### src/rtl/chao_seq_ctrl.sv
// Sequencer for the four-output chaotic generator: runs N start/collect
// iterations per command and streams each iteration's x/y/z/w as AXI-Stream beats.
// Ports: command (cmd_start/cmd_len, busy/done/err_timeout), generator
// handshake + per-result valids, AXI-Stream master (tdata/tvalid/tready/tlast).
// Latency: 1 START + 1 COLLECT + 4 EMIT cycles minimum per iteration; all outputs registered.
// Backpressure: beats hold stable while m_axis_tready is low; watchdog aborts a stuck COLLECT.
module chao_seq_ctrl #(
    parameter int DATA_W  = 32,
    parameter int LEN_W   = 16,
    parameter int TIMEOUT = 255
) (
    input  logic              clk,
    input  logic              rst_n,
    input  logic              cmd_start,
    input  logic [LEN_W-1:0]  cmd_len,
    output logic              busy,
    output logic              done,
    output logic              err_timeout,
    output logic              gen_ap_start,
    input  logic              gen_ap_ready,
    input  logic [DATA_W-1:0] gen_x,
    input  logic [DATA_W-1:0] gen_y,
    input  logic [DATA_W-1:0] gen_z,
    input  logic [DATA_W-1:0] gen_w,
    input  logic              gen_x_vld,
    input  logic              gen_y_vld,
    input  logic              gen_z_vld,
    input  logic              gen_w_vld,
    output logic [DATA_W-1:0] m_axis_tdata,
    output logic              m_axis_tvalid,
    input  logic              m_axis_tready,
    output logic              m_axis_tlast
);

    localparam logic [2:0] S_IDLE    = 3'd0;
    localparam logic [2:0] S_START   = 3'd1;
    localparam logic [2:0] S_COLLECT = 3'd2;
    localparam logic [2:0] S_EMIT    = 3'd3;
    localparam logic [2:0] S_FINISH  = 3'd4;

    // Watchdog fires on the TIMEOUT-th COLLECT cycle (counter starts at 0).
    localparam logic [7:0] WD_LAST = 8'(TIMEOUT - 1);

    logic [2:0]              state_q, state_d;
    logic                    busy_q, busy_d;
    logic                    done_q, done_d;
    logic                    err_q, err_d;
    logic                    ap_start_q, ap_start_d;
    logic                    tvalid_q, tvalid_d;
    logic                    tlast_q, tlast_d;
    logic [DATA_W-1:0]       tdata_q, tdata_d;
    logic [3:0]              flags_q, flags_d;
    logic [3:0][DATA_W-1:0]  hold_q, hold_d;
    logic [LEN_W-1:0]        rem_q, rem_d;
    logic [7:0]              wd_q, wd_d;
    logic [1:0]              beat_q, beat_d;

    // Channel index 0..3 = x, y, z, w (also the beat order).
    logic [3:0]              vld_in;
    logic [3:0][DATA_W-1:0]  dat_in;
    logic [1:0]              beat_nxt;

    assign vld_in   = {gen_w_vld, gen_z_vld, gen_y_vld, gen_x_vld};
    assign dat_in   = {gen_w, gen_z, gen_y, gen_x};
    assign beat_nxt = beat_q + 2'd1;

    always_comb begin
        state_d    = state_q;
        busy_d     = busy_q;
        done_d     = 1'b0;
        err_d      = err_q;
        ap_start_d = ap_start_q;
        tvalid_d   = tvalid_q;
        tlast_d    = tlast_q;
        tdata_d    = tdata_q;
        flags_d    = flags_q;
        hold_d     = hold_q;
        rem_d      = rem_q;
        wd_d       = wd_q;
        beat_d     = beat_q;

        // Captures open already in START so results that arrive together
        // with ap_ready are not lost. First valid per channel wins.
        if (state_q == S_START || state_q == S_COLLECT) begin
            for (int i = 0; i < 4; i++) begin
                if (vld_in[i] && !flags_q[i]) begin
                    flags_d[i] = 1'b1;
                    hold_d[i]  = dat_in[i];
                end
            end
        end

        case (state_q)
            S_IDLE: begin
                if (cmd_start) begin
                    err_d = 1'b0;
                    if (cmd_len != '0) begin
                        rem_d      = cmd_len;
                        busy_d     = 1'b1;
                        ap_start_d = 1'b1;
                        flags_d    = '0;
                        wd_d       = '0;
                        state_d    = S_START;
                    end else begin
                        done_d  = 1'b1;
                        state_d = S_FINISH;
                    end
                end
            end
            S_START: begin
                if (gen_ap_ready) begin
                    ap_start_d = 1'b0;
                    wd_d       = '0;
                    state_d    = S_COLLECT;
                end
            end
            S_COLLECT: begin
                if (&flags_d) begin
                    // Present beat 0 from the freshly merged holding registers.
                    state_d  = S_EMIT;
                    beat_d   = 2'd0;
                    tvalid_d = 1'b1;
                    tdata_d  = hold_d[0];
                    tlast_d  = 1'b0;
                    wd_d     = '0;
                end else if (wd_q == WD_LAST) begin
                    err_d   = 1'b1;
                    busy_d  = 1'b0;
                    flags_d = '0;
                    wd_d    = '0;
                    state_d = S_IDLE;
                end else begin
                    wd_d = wd_q + 8'd1;
                end
            end
            S_EMIT: begin
                if (tvalid_q && m_axis_tready) begin
                    if (beat_q == 2'd3) begin
                        tvalid_d = 1'b0;
                        tlast_d  = 1'b0;
                        flags_d  = '0;
                        rem_d    = rem_q - LEN_W'(1);
                        if (rem_q == LEN_W'(1)) begin
                            done_d  = 1'b1;
                            busy_d  = 1'b0;
                            state_d = S_FINISH;
                        end else begin
                            ap_start_d = 1'b1;
                            state_d    = S_START;
                        end
                    end else begin
                        beat_d  = beat_nxt;
                        tdata_d = hold_q[beat_nxt];
                        tlast_d = (beat_nxt == 2'd3) && (rem_q == LEN_W'(1));
                    end
                end
            end
            S_FINISH: begin
                state_d = S_IDLE;
            end
            default: begin
                state_d = S_IDLE;
            end
        endcase
    end

    always_ff @(posedge clk or negedge rst_n) begin
        if (!rst_n) begin
            state_q    <= S_IDLE;
            busy_q     <= 1'b0;
            done_q     <= 1'b0;
            err_q      <= 1'b0;
            ap_start_q <= 1'b0;
            tvalid_q   <= 1'b0;
            tlast_q    <= 1'b0;
            tdata_q    <= '0;
            flags_q    <= '0;
            hold_q     <= '0;
            rem_q      <= '0;
            wd_q       <= '0;
            beat_q     <= '0;
        end else begin
            state_q    <= state_d;
            busy_q     <= busy_d;
            done_q     <= done_d;
            err_q      <= err_d;
            ap_start_q <= ap_start_d;
            tvalid_q   <= tvalid_d;
            tlast_q    <= tlast_d;
            tdata_q    <= tdata_d;
            flags_q    <= flags_d;
            hold_q     <= hold_d;
            rem_q      <= rem_d;
            wd_q       <= wd_d;
            beat_q     <= beat_d;
        end
    end

    assign busy          = busy_q;
    assign done          = done_q;
    assign err_timeout   = err_q;
    assign gen_ap_start  = ap_start_q;
    assign m_axis_tdata  = tdata_q;
    assign m_axis_tvalid = tvalid_q;
    assign m_axis_tlast  = tlast_q;

endmodule

### config.mk
export PLATFORM = sky130hd
export DESIGN_NAME = chao_seq_ctrl
export DESIGN_NICKNAME = d
export VERILOG_FILES = /design/src/rtl/chao_seq_ctrl.sv
export SDC_FILE = /design/constraint.sdc
export NUM_CORES = 1
export LEC_CHECK = 0
export CAP_MARGIN = 20
export CORE_ASPECT_RATIO = 1.4
export CORE_MARGIN = 3
export CORE_UTILIZATION = 47
export DETAILED_ROUTE_END_ITERATION = 7
export GPL_ROUTABILITY_DRIVEN = 0
export PLACE_DENSITY = 0.8
export SLEW_MARGIN = 20
export SYNTH_ARGS = -nofsm -noshare
export SYNTH_HDL_FRONTEND = slang
export SYNTH_SLANG_ARGS = --single-unit
### constraint.sdc
create_clock -name clk -period 2.6 [get_ports clk]
set_input_delay 0.52 -clock clk [delete_from_list [all_inputs] [get_ports clk]]
set_output_delay 0.52 -clock clk [all_outputs]
set_load 0.02 [all_outputs]
; Yosys cells after proc, flatten, opt, wreduce, memory -nomap -nowiden
; Index checks and enable logic that the tools add are counted.
[word_totals]
output_inout_bits = 38
in_bits = 153
elab_cells = 146
ff_bits = 199
[op_classes]
order_cmp = 1
add_sub_neg = 3
muxes = 75
n_reduce_logical = 32
n_eq_ne = 19
[ops]
columns = op, count
row1 = 32-bit two-way mux, 6
row2 = 32-bit binary-select mux with 2-bit select, 1
row3 = 16-bit two-way mux, 4
row4 = 32-bit case mux with 2 select lines, 1
row5 = 8-bit two-way mux, 5
row6 = 16-bit case mux with 2 select lines, 1
row7 = 1-bit two-way mux, 29
row8 = 4-bit two-way mux, 7
row9 = 3-bit two-way mux, 8
row10 = 8-bit case mux with 3 select lines, 1
row11 = 4-bit AND reduction, 5
row12 = "2-bit inequality test, second input constant", 9
row13 = "16-bit by 1-bit == test with 1-bit output, second input constant", 1
row14 = 16-bit nonzero test, 1
row15 = "16-bit by 1-bit subtractor with 16-bit output, second input constant", 1
row16 = 3-bit case mux with 4 select lines, 1
row17 = 4-bit case mux with 3 select lines, 1
row18 = 5-bit AND reduction, 2
row19 = 3-bit nonzero test, 3
row20 = "8-bit by 1-bit adder with 8-bit output, second input constant", 1
row21 = "8-bit == test, second input constant", 1
row22 = 1-bit case mux with 2 select lines, 4
row23 = 8-bit AND reduction, 1
row24 = 7-bit AND reduction, 1
row25 = other kinds (17), 35

; Longest topological paths before layout
; Gate-level depths: netlist (run 1).
[logic_depth]
word_depth = 7
ltp_mapped = 9
ltp_nobuf = 7

; Worst setup path after synthesis (run 1)
; No wires, ideal clock.
[synth_path]
path_kind = register to register
from = register beat_q[0]
to = register tdata_q[10], in the netlist m_axis_tdata[10]
required_time_ns = 2.464
path_buffers = 4
setup_ns = 0.136
setup_slack_ns = 0.124
synth_period_minus_slack_ns = 2.476
t_arrival_ns = 2.340
path_stages_with_launch = 10
cell_sequence = dfrtp_1 clkbuf_1 buf_2 inv_1 ha_1 clkbuf_1 clkbuf_1 mux4_2 nand2_1 a32oi_1
[synth_via]
elab_chain_len = 6
word_cells_on_any_way = 9
cone_classes = 1 x add/sub / 2 x eq/ne / 5 x mux / 1 x reduce/logical
[synth_lines]
columns = element, line_no
row1 = start: declaration, 56  ; logic [1:0] beat_q, beat_d;
row2 = start signal: assignment, 195  ; beat_q <= beat_d;
row3 = 2-bit by 1-bit adder with 2-bit output, 65  ; assign beat_nxt = beat_q + 2'd1;
row4 = 32-bit binary-select mux with 2-bit select, 153  ; tdata_d = hold_q[beat_nxt];
row5 = 32-bit two-way mux (not written as such), 153
row6 = 32-bit two-way mux, 138  ; if (beat_q == 2'd3) begin
row7 = 32-bit two-way mux, 137  ; if (tvalid_q && m_axis_tready) begin
row8 = 32-bit case mux with 2 select lines, 93  ; case (state_q)
row9 = end signal: assignment, 190  ; tdata_q <= tdata_d;
row10 = end: declaration, 51  ; logic [DATA_W-1:0] tdata_q, tdata_d;
; Several ways; a longest one is shown, not always the timed one. The select of a mux whose other input is x is not followed.
; A chain may end at the register's enable or synchronous reset.

; Final worst setup path (run 1)
[layout_path]
from = register rem_q[0]
to = register rem_q[14]
[layout_via]
elab_chain_len = 4
[layout_lines]
columns = element, line_no
row1 = start: declaration, 54  ; logic [LEN_W-1:0] rem_q, rem_d;
row2 = start signal: assignment, 193  ; rem_q <= rem_d;
row3 = 16-bit by 1-bit subtractor with 16-bit output, 142  ; rem_d = rem_q - LEN_W'(1);
row4 = 16-bit two-way mux, 138
row5 = 16-bit two-way mux, 137
row6 = 16-bit case mux with 2 select lines, 93
; Every way passes these cells. The select of a mux whose other input is x is not followed.

==> reports/qor.csv, run 1 <==
stage;metric;value;unit
run_status;status;complete, no violations;
sta;hold_viol_final;0;
setup_path;crit_type;reg -> reg;
floorplan;die-area;0.0216;mm^2
sta;fin_skew;12.6;ps
synthesis;synth_common_cells;dfrtp_1, mux2_2, nand2_1;
drt;routed_wl;25400;um
drt;vias;7139;
floorplan;initial_utilization;48.2;%
sta;slew_viol_final;0;
sta;timing.fmax;0.445;GHz
power;p_clk_share;17.5;%
drt;drc;0;
placement;numPortBuffers;190;
setup_path;cpMostUsedCell;o21ai_0;
power;pwr-share-seq;35.4;%
drt;viasPerCell;5.91;
synthesis;synth_edf_count;0;
power;power_density;1270;mW/mm^2
grt;grt_pass1_wl;40900;um
cells_and_area;finalNetCount;1103;
power;swShare;36.7;%
clocking;cts-root-buf;clkbuf_16;
clocking;clock-sinks;199;
synthesis;synthArstFlopShare;100;%
synthesis;yosysSeqAreaShare;53.4;%
power;power_switching;5.74;mW
synthesis;synth_flop_cell;dfrtp_1;
synthesis;ys_ff_latch;199;
clocking;cts_buffers;17;
clocking;clk_pin_slew;70;ps
placement;dpl_cell_area;0.0117;mm^2
cells_and_area;final_core_util;63.7;%
synthesis;yosysWarnings;0;
drt;wl_per_cell;21.1;um
grt;grt_pass1_vias;7715;
floorplan;io_pins;191;
setup_path;worstPathCellList;inv_1 -> ha_1 -> or3b_2 -> nor3_1 -> a21oi_1 -> o21ai_0 -> o21ai_0;
grt;grt_max_degree;70;
drt;drt-initial-drc-count;696;
clocking;cts_setup_buffers;0;
clocking;cts_hold_buf;0;
cells_and_area;final_area;0.0123;mm^2
clocking;h-tree-depth;4;
synthesis;syn_nets;910;
power;vdd_drop_max;0.568;mV
power;p_leak;4.97;nW
clocking;cts_resized;0;
job;cap_violations;0;
sta;max_slew_margin;51.5;%
setup_path;critPathRequiredTime;2910;ps
sta;finalSetupViolations;0;
drt;ant_nets;0;
clocking;cts_tree;yes;
sta;fin_ws;355;ps
synthesis;yosysMostFrequentCell;dfrtp_1;
sta;rsz0062_at_grt;no;
setup_path;slowest_delay;540;ps
floorplan;die_height;173;um
synthesis;synthTopCellsByArea;dfrtp_1, mux2_2, mux4_2, nand2_1, a32oi_1;
grt;grt_antenna_before_repair;3;
sta;finalCriticalPeriod;2240;ps
setup_path;cp-start-kind;flip-flop;
floorplan;coreArea;0.0194;mm^2
placement;dp.cells;1173;
grt;grtUsageTotal;23.8;%
hold_path;hold_path_class;in -> async;
placement;pre_cts_ws;87.8;ps
clocking;clock_latency;440;ps
cells_and_area;areaGrowthSynthToFinish;32.2;%
power;combPwrFrac;47.1;%
setup_path;cp_top_family;simple AND/OR/NAND/NOR gates;
drt;drtPass1Iterations;5;
placement;hpwl;17100;um
grt;grt-ovfl-total;0;
synthesis;netlist.area_leader.share;53.4;%
sta;post-route-period-util;86.3;%
synthesis;synth_cell_types;57;
synthesis;synth_top_area_cell;dfrtp_1;
floorplan;fp-row-count;60;
setup_path;cp.arrival;2560;ps
sta;final.setup.tns;0;ps
setup_path;cp-end-kind;flip-flop;
floorplan;die_x;125;um
synthesis;syn_area;0.00933;mm^2
setup_path;cp_num_buf_inv;1;
sta;worstMarginPinSlew;728;ps
synthesis;syn_area_per_cell;12.4;um^2
synthesis;synthCells;751;
power;internal_power;9.88;mW
setup_path;critPathMaxFanout;6;
cells_and_area;fin_cells;1207;
clocking;clockBufferDepth;2;
setup_path;crit_slowest_cell;or3b_2;
cells_and_area;drive_gt1_share;25.3;%
-- layout by cell type, fill, tap and decap left out, types with 5 or more instances in the layout --
master and n:
ha_1 5, nand2_1 89, inv_6 5, buf_12 10, a31oi_1 8, o21ai_0 31, nand4_1 5, dfrtp_1 198
clkdlybuf4s50_1 189, clkbuf_16 17, mux4_2 32, a32oi_1 33, mux2_2 128, buf_4 21, a22oi_1 6, a21oi_1 20
nor4_1 11, nor2_1 50, inv_1 8, nand3_1 9
-- worst reg2reg max path, stage by stage, from the launching register on --
cell and delay, ps:
dfrtp_1 420, inv_1 130, ha_1 200, or3b_2 540
nor3_1 430, a21oi_1 130, o21ai_0 160, o21ai_0 120
-- worst paths after layout --
path / from / endpoint / slack [ps] / depth (start not counted)
min in group clk: err_timeout / err_timeout / 500 / 2
max in group asynchronous: rst_n / m_axis_tdata[11] / 1830 / 2
hold reg to reg: err_timeout / err_timeout / 500 / 2
setup reg to reg: rem_q[0] / rem_q[14] / 360 / 7
setup / recovery: rem_q[0] / rem_q[14] / 360 / 7
hold / removal: rst_n / rem_q[12] / 80 / 1
-- area by class of cell --
cell class,instances,area [um^2]
Multi-Input combinational cell,496,4130
Clock buffer,17,425
Timing Repair Buffer,221,2260
Inverter,9,33.8
Tap cell,248,310
Sequential cell,199,4980
Antenna cell,2,5.00
Fill cell,1492,7030
Clock inverter,15,185
-- kinds of logic (layout without fill, tap and decap cells) --
logic type               Yosys count  after routing  synth area share, %
adder cells (fa/ha/maj)            6              6                0.805
other                              0              2                    0
AO/OA/AOI/OAI                    126            126                 9.44
buffers and inverters             56            262                 2.63
AND/OR/NAND/NOR                  201            201                 10.2
flip-flops                       199            199                 53.4
XOR/XNOR                           1              1                0.174
multiplexers                     162            162                 23.4
-- metal layers --
layer | global-route usage (%) | up-vias | part of all wire, %
met1 | 28.4 | 3664 | 38
met4 | 9.00 | 2 | 2.9
li1 | - | 3184 | -
met5 | 0 | - | 0.035
met3 | 5.07 | 46 | 4.7
met2 | 42.3 | 243 | 54
-- flip-flops by register name, summed over array words and instances (netlist names), 2 cells and up --
name and count:
m_axis_tdata 32, beat_q 2, rem_q 16, state_q 3
hold_q 128, wd_q 8, flags_q 4
-- stage by stage --
step | hold slack [ps] | power, mW
3_5_place_dp | 486 | 12.9
4_1_cts | 108 | 15.7
2_1_floorplan | 224 | 10.4
3_3_place_gp | 476 | 12.6
5_1_grt | 113 | 16.6
6_report | 80.4 | 15.6
-- power by group through the flow --
stage               registers [mW]  logic [mW]  clock network, mW
CTS                           5.51        7.40               2.77
global route                  5.69        7.96               2.91
floorplan                     5.59        4.78                  0
finish                        5.52        7.36               2.73
detailed placement            5.55        7.35                  0
global placement              5.48        7.17                  0
Note: power is estimated with default switching activity, not from simulation.
==> inputs of run 2 (changes only) <==
--- a/config.mk
+++ b/config.mk
@@ -8,10 +8,12 @@
 export CAP_MARGIN = 20
 export CORE_ASPECT_RATIO = 1.4
 export CORE_MARGIN = 3
-export CORE_UTILIZATION = 47
+export CORE_UTILIZATION = 54
 export DETAILED_ROUTE_END_ITERATION = 7
+export DONT_BUFFER_PORTS = 1
 export GPL_ROUTABILITY_DRIVEN = 0
-export PLACE_DENSITY = 0.8
+export PLACE_DENSITY_LB_ADDON = 0.15
+export SETUP_SLACK_MARGIN = 0.1
 export SLEW_MARGIN = 20
 export SYNTH_ARGS = -nofsm -noshare
 export SYNTH_HDL_FRONTEND = slang
==> run 2 against run 1 <==
Total power decreased by 5.8%. Register-to-register slack got worse by 120 ps. Routed wire length decreased by 9.5%. Cell count decreased by 18%. Core utilization decreased by 2.8 points. Critical path depth decreased by 1. Global-route usage increased by 1.3 points. The run now ends with negative hold slack left. Maximum frequency decreased by 5.0%.
==> reports/qor.csv, run 2 (synthesis results as in run 1) <==
stage;metric;value;unit
clocking;cts-root-buf;clkbuf_16;
grt;grtUsageTotal;25.1;%
floorplan;die_x;117;um
run_status;status;complete, but fails checks;
drt;drt-initial-drc-count;516;
cells_and_area;seqCellArea;0.00498;mm^2
cells_and_area;top_register;hold_q;
sta;slew_viol_final;0;
placement;hpwl;15900;um
floorplan;initial_utilization;55.2;%
clocking;clk_pin_slew;70;ps
drt;drtPass1Iterations;5;
sta;fin_skew;15.2;ps
floorplan;die_height;162;um
grt;grt_pass1_vias;6650;
job;cap_violations;0;
clocking;cts_buffers;17;
cells_and_area;final_area;0.0103;mm^2
sta;post-route-period-util;90.9;%
clocking;cts_setup_buffers;0;
grt;grt_antenna_before_repair;4;
power;power_density;1430;mW/mm^2
placement;numPortBuffers;0;
power;p_leak;4.18;nW
setup_path;cp-end-kind;flip-flop;
drt;drc;0;
cells_and_area;finalNetCount;908;
floorplan;io_pins;191;
cells_and_area;largest_register_ffs;128;
floorplan;coreArea;0.0169;mm^2
clocking;h-tree-depth;4;
sta;max_slew_margin;60.2;%
clocking;clock_latency;430;ps
cells_and_area;final_cell_mix;dfrtp_1, mux2_2, nand2_1;
power;vdd_drop_max;0.635;mV
drt;routed_wl;23000;um
placement;dpl_cell_area;0.00966;mm^2
cells_and_area;final_common_cell;dfrtp_1;
clocking;clockBufferDepth;2;
hold_path;hold_path_class;in -> async;
drt;wl_per_cell;23.1;um
setup_path;critPathRequiredTime;2880;ps
sta;hold_viol_final;199;
sta;rsz0062_at_grt;no;
clocking;clock-sinks;199;
setup_path;crit_type;reg -> reg;
cells_and_area;areaGrowthSynthToFinish;10.2;%
sta;finalSetupViolations;0;
sta;timing.fmax;0.423;GHz
setup_path;r2r_slack;240;ps
cells_and_area;fillers;1329;
run_status;violations;negative hold slack;
grt;grt_pass1_wl;36300;um
sta;whs;-213;ps
grt;grt_max_degree;200;
placement;dp.cells;962;
setup_path;cp.arrival;2640;ps
cells_and_area;drive_gt1_share;31.0;%
grt;grt-ovfl-total;0;
drt;ant_nets;0;
floorplan;die-area;0.0189;mm^2
setup_path;critPathMaxFanout;25;
cells_and_area;multi_input_area;0.00414;mm^2
sta;worstMarginPinSlew;591;ps
drt;viasPerCell;6.26;
sta;final.setup.tns;0;ps
setup_path;cp-start-kind;flip-flop;
sta;finalCriticalPeriod;2360;ps
floorplan;fp-row-count;56;
cells_and_area;fin_cells;995;
clocking;cts_tree;yes;
drt;vias;6226;
==> run 2: cell count changes in the layout (fill, tap and decap cells not counted), sizes merged <==
| cell | delta |
|---|---|
| buf | -5 |
| bufinv | +1 |
| clkbuf | +2 |
| clkdlybuf4s50 | -189 |
| clkinv | -1 |
| diode | -1 |
| inv | -3 |
==> run 2: metrics by stage <==
step / hold WS, ps / setup WS (ps) / total power, mW / util (%)
finish: -213 / 236 / 14.7 / 60.9
global route: -244 / 158 / 15.7 / 60.9
CTS: -235 / 246 / 14.8 / 60.9
detailed placement: 231 / 284 / 12.0 / 57.2
global placement: 231 / 227 / 11.7 / 57.2
floorplan: 224 / 124 / 10.4 / -
==> run 2: cell type report <==
class                           instances  share of cell area (%)
Clock buffer                           20                    4.44
Antenna cell                            1                  0.0243
Tap cell                              232                    2.82
Multi-Input combinational cell        496                    40.2
Inverter                                9                   0.328
Clock inverter                         12                    1.58
Timing Repair Buffer                   26                    2.14
Sequential cell                       199                    48.4
==> run 2: critical path: stages, from the launching register on <==
cell,delay (ps)
dfrtp_1,450
xor2_2,280
a31oi_1,230
or4_4,570
o21ai_4,330
buf_12,230
a32oi_1,110
==> run 2: where the power goes <==
| group | switching (mW) | internal [mW] | leakage [nW] |
|---|---|---|---|
| clock network | 1.18 | 1.58 | 0.303 |
| logic | 2.87 | 3.09 | 1.53 |
| registers | 1.36 | 4.62 | 2.35 |
| total | 5.41 | 9.30 | 4.18 |
==> run 2: final timing paths <==
kind / from / end / depth (start not counted)
worst max-delay path: state_q[0] / m_axis_tdata[0] / 6
worst min-delay path: rst_n / hold_q[114] / 0
worst max register to register: state_q[0] / m_axis_tdata[0] / 6
worst min register to register: hold_q[39] / hold_q[39] / 1
max in group asynchronous: rst_n / hold_q[6] / 0
min in group clk: gen_z[10] / hold_q[74] / 1
==> run 2: metal layers <==
layer	part of all wire [%]	GRT usage [%]	vias to the layer above
li1	-	-	2785
met1	37	29.8	3162
met2	53	43.1	245
met3	8.4	8.88	28
met4	1.3	6.42	6
met5	0.20	0	-
==> run 2: repair_timing <==
action / 4_1_cts / 5_1_grt
endpoints found under the setup margin: 0 / 8
hold endpoints to repair: 199 / 199
resized for setup: 0 / 1
==> inputs of run 3 (changes only) <==
--- a/config.mk
+++ b/config.mk
@@ -6,11 +6,12 @@
 export NUM_CORES = 1
 export LEC_CHECK = 0
 export CAP_MARGIN = 20
+export CELL_PAD_IN_SITES_DETAIL_PLACEMENT = 2
+export CELL_PAD_IN_SITES_GLOBAL_PLACEMENT = 2
 export CORE_ASPECT_RATIO = 1.4
 export CORE_MARGIN = 3
-export CORE_UTILIZATION = 54
+export CORE_UTILIZATION = 31
 export DETAILED_ROUTE_END_ITERATION = 7
-export DONT_BUFFER_PORTS = 1
 export GPL_ROUTABILITY_DRIVEN = 0
 export PLACE_DENSITY_LB_ADDON = 0.15
 export SETUP_SLACK_MARGIN = 0.1
==> run 3 against run 2 <==
The run now ends clean. Flip-flop and latch count did not move. Register-to-register slack improved by 30 ps. Total power grew 8.3%. Clock power about the same. Sequential power shrank 7.0%. Critical path type unchanged.
==> reports/qor.csv, run 3 (synthesis results as in run 1) <==
stage;metric;value;unit
run_status;status;complete, no violations;
grt;grt_pass1_vias;8082;
cells_and_area;fillers;2998;
power;power;15.9;mW
drt;viasPerCell;5.24;
floorplan;coreArea;0.0294;mm^2
placement;pre_cts_ws;55.1;ps
clocking;cts_tree;yes;
sta;final.setup.tns;0;ps
cells_and_area;largest_register_ffs;128;
power;vdd_drop_max;0.597;mV
placement;hpwl;21000;um
drt;vias;7069;
cells_and_area;final_common_cell;dfrtp_1;
sta;worstMarginPinSlew;523;ps
grt;grt-ovfl-total;0;
sta;finalCriticalPeriod;2330;ps
sta;timing.fmax;0.428;GHz
hold_path;hold_path_class;in -> async;
sta;max_slew_margin;65.1;%
cells_and_area;diodes;0;
sta;post-route-period-util;89.8;%
cells_and_area;top_register;hold_q;
sta;whs;68.2;ps
floorplan;initial_utilization;31.7;%
grt;grt_pass1_wl;48000;um
sta;fin_skew;9.91;ps
cells_and_area;areaGrowthSynthToFinish;34.8;%
grt;grt_max_degree;56;
drt;routed_wl;30400;um
floorplan;fp-row-count;74;
grt;grtUsageTotal;19.1;%
drt;drc;0;
setup_path;cp-end-kind;flip-flop;
drt;wl_per_cell;22.5;um
setup_path;crit_type;reg -> reg;
sta;finalSetupViolations;0;
grt;grt_antenna_before_repair;3;
floorplan;io_pins;191;
clocking;clock_latency;440;ps
drt;drtPass1Iterations;4;
clocking;h-tree-depth;4;
power;p_leak;5.03;nW
clocking;clock-sinks;199;
job;cap_violations;0;
sta;fin_ws;265;ps
clocking;cts_setup_buffers;0;
setup_path;critPathRequiredTime;2890;ps
clocking;cts_buffers;17;
setup_path;cp.arrival;2630;ps
floorplan;die-area;0.0322;mm^2
drt;ant_nets;0;
floorplan;die_x;153;um
drt;drt-initial-drc-count;242;
sta;rsz0062_at_grt;no;
clocking;clockBufferDepth;2;
clocking;cts-root-buf;clkbuf_16;
sta;slew_viol_final;0;
clocking;clk_pin_slew;70;ps
placement;numPortBuffers;190;
sta;hold_viol_final;0;
setup_path;critPathMaxFanout;33;
cells_and_area;drive_gt1_share;26.2;%
setup_path;cp-start-kind;flip-flop;
cells_and_area;final_cell_mix;dfrtp_1, clkdlybuf4s50_1, mux2_2;
cells_and_area;finalNetCount;1116;
power;power_density;1270;mW/mm^2
floorplan;die_height;211;um
run 3: cell count changes in the layout (fill, tap and decap cells not counted), moves of 2 or more:
cell and delta:
buf_12 +7, buf_4 +11, clkbuf_8 +3, clkdlybuf4s50_1 +189
clkinv_2 -2, clkbuf_1 +2
run 3: path summary, 6_finish.rpt:
kind,startpoint,end,slack (ps),cells past startpoint
min in group clk,hold_q[64],hold_q[64],500,1
max in group asynchronous,rst_n,hold_q[2],1830,2
min,rst_n,hold_q[121],70,1
max,state_q[1],m_axis_tdata[20],270,6
min reg2reg,hold_q[64],hold_q[64],500,1
max reg2reg,state_q[1],m_axis_tdata[20],270,6
run 3: report_power, final:
| group | leakage (nW) | switching [mW] | internal [mW] |
|---|---|---|---|
| registers | 2.35 | 0.937 | 4.63 |
| logic | 2.39 | 3.76 | 3.84 |
| clock network | 0.292 | 1.23 | 1.54 |
| total | 5.03 | 5.92 | 10.0 |
run 3: worst max-delay path, stage by stage (launching register included):
cell	delay, ps
dfrtp_1	410
xor2_2	340
a31oi_1	250
or4_4	630
o21ai_4	170
buf_12	230
a32oi_1	140
run 3: cell type report:
class | count | area (um^2) | area share [%]
sequential | 199 | 4980 | 39.6
multi-input combinational | 496 | 4140 | 32.9
timing repair buffer | 234 | 2350 | 18.7
clock buffer | 24 | 492 | 3.91
tap | 380 | 475 | 3.78
clock inverter | 8 | 111 | 0.885
inverter | 9 | 33.8 | 0.269
run 3: timing repair:
action / CTS / global route
endpoints found under the hold margin: 0 / 0
gates resized for setup: 0 / 1
hold buffers: 0 / 0
endpoints found under the setup margin: 0 / 1
run 3: layer usage:
metal  up-vias  GRT usage, %  share of wire, %
li1       3200             -                 -
met1      3713          23.5                42
met2       126          34.7                53
met3        24          4.18               3.8
met4         6          4.03               1.2
met5         -             0              0.13
run 3: stage by stage:
step,utilization (%),cell area [um^2],std cells
3_3_place_gp,40.7,12000,1318
4_1_cts,42.7,12600,1350
6_report,42.7,12600,1350
3_5_place_dp,40.7,12000,1318
5_1_grt,42.7,12600,1350
2_1_floorplan,-,9330,751
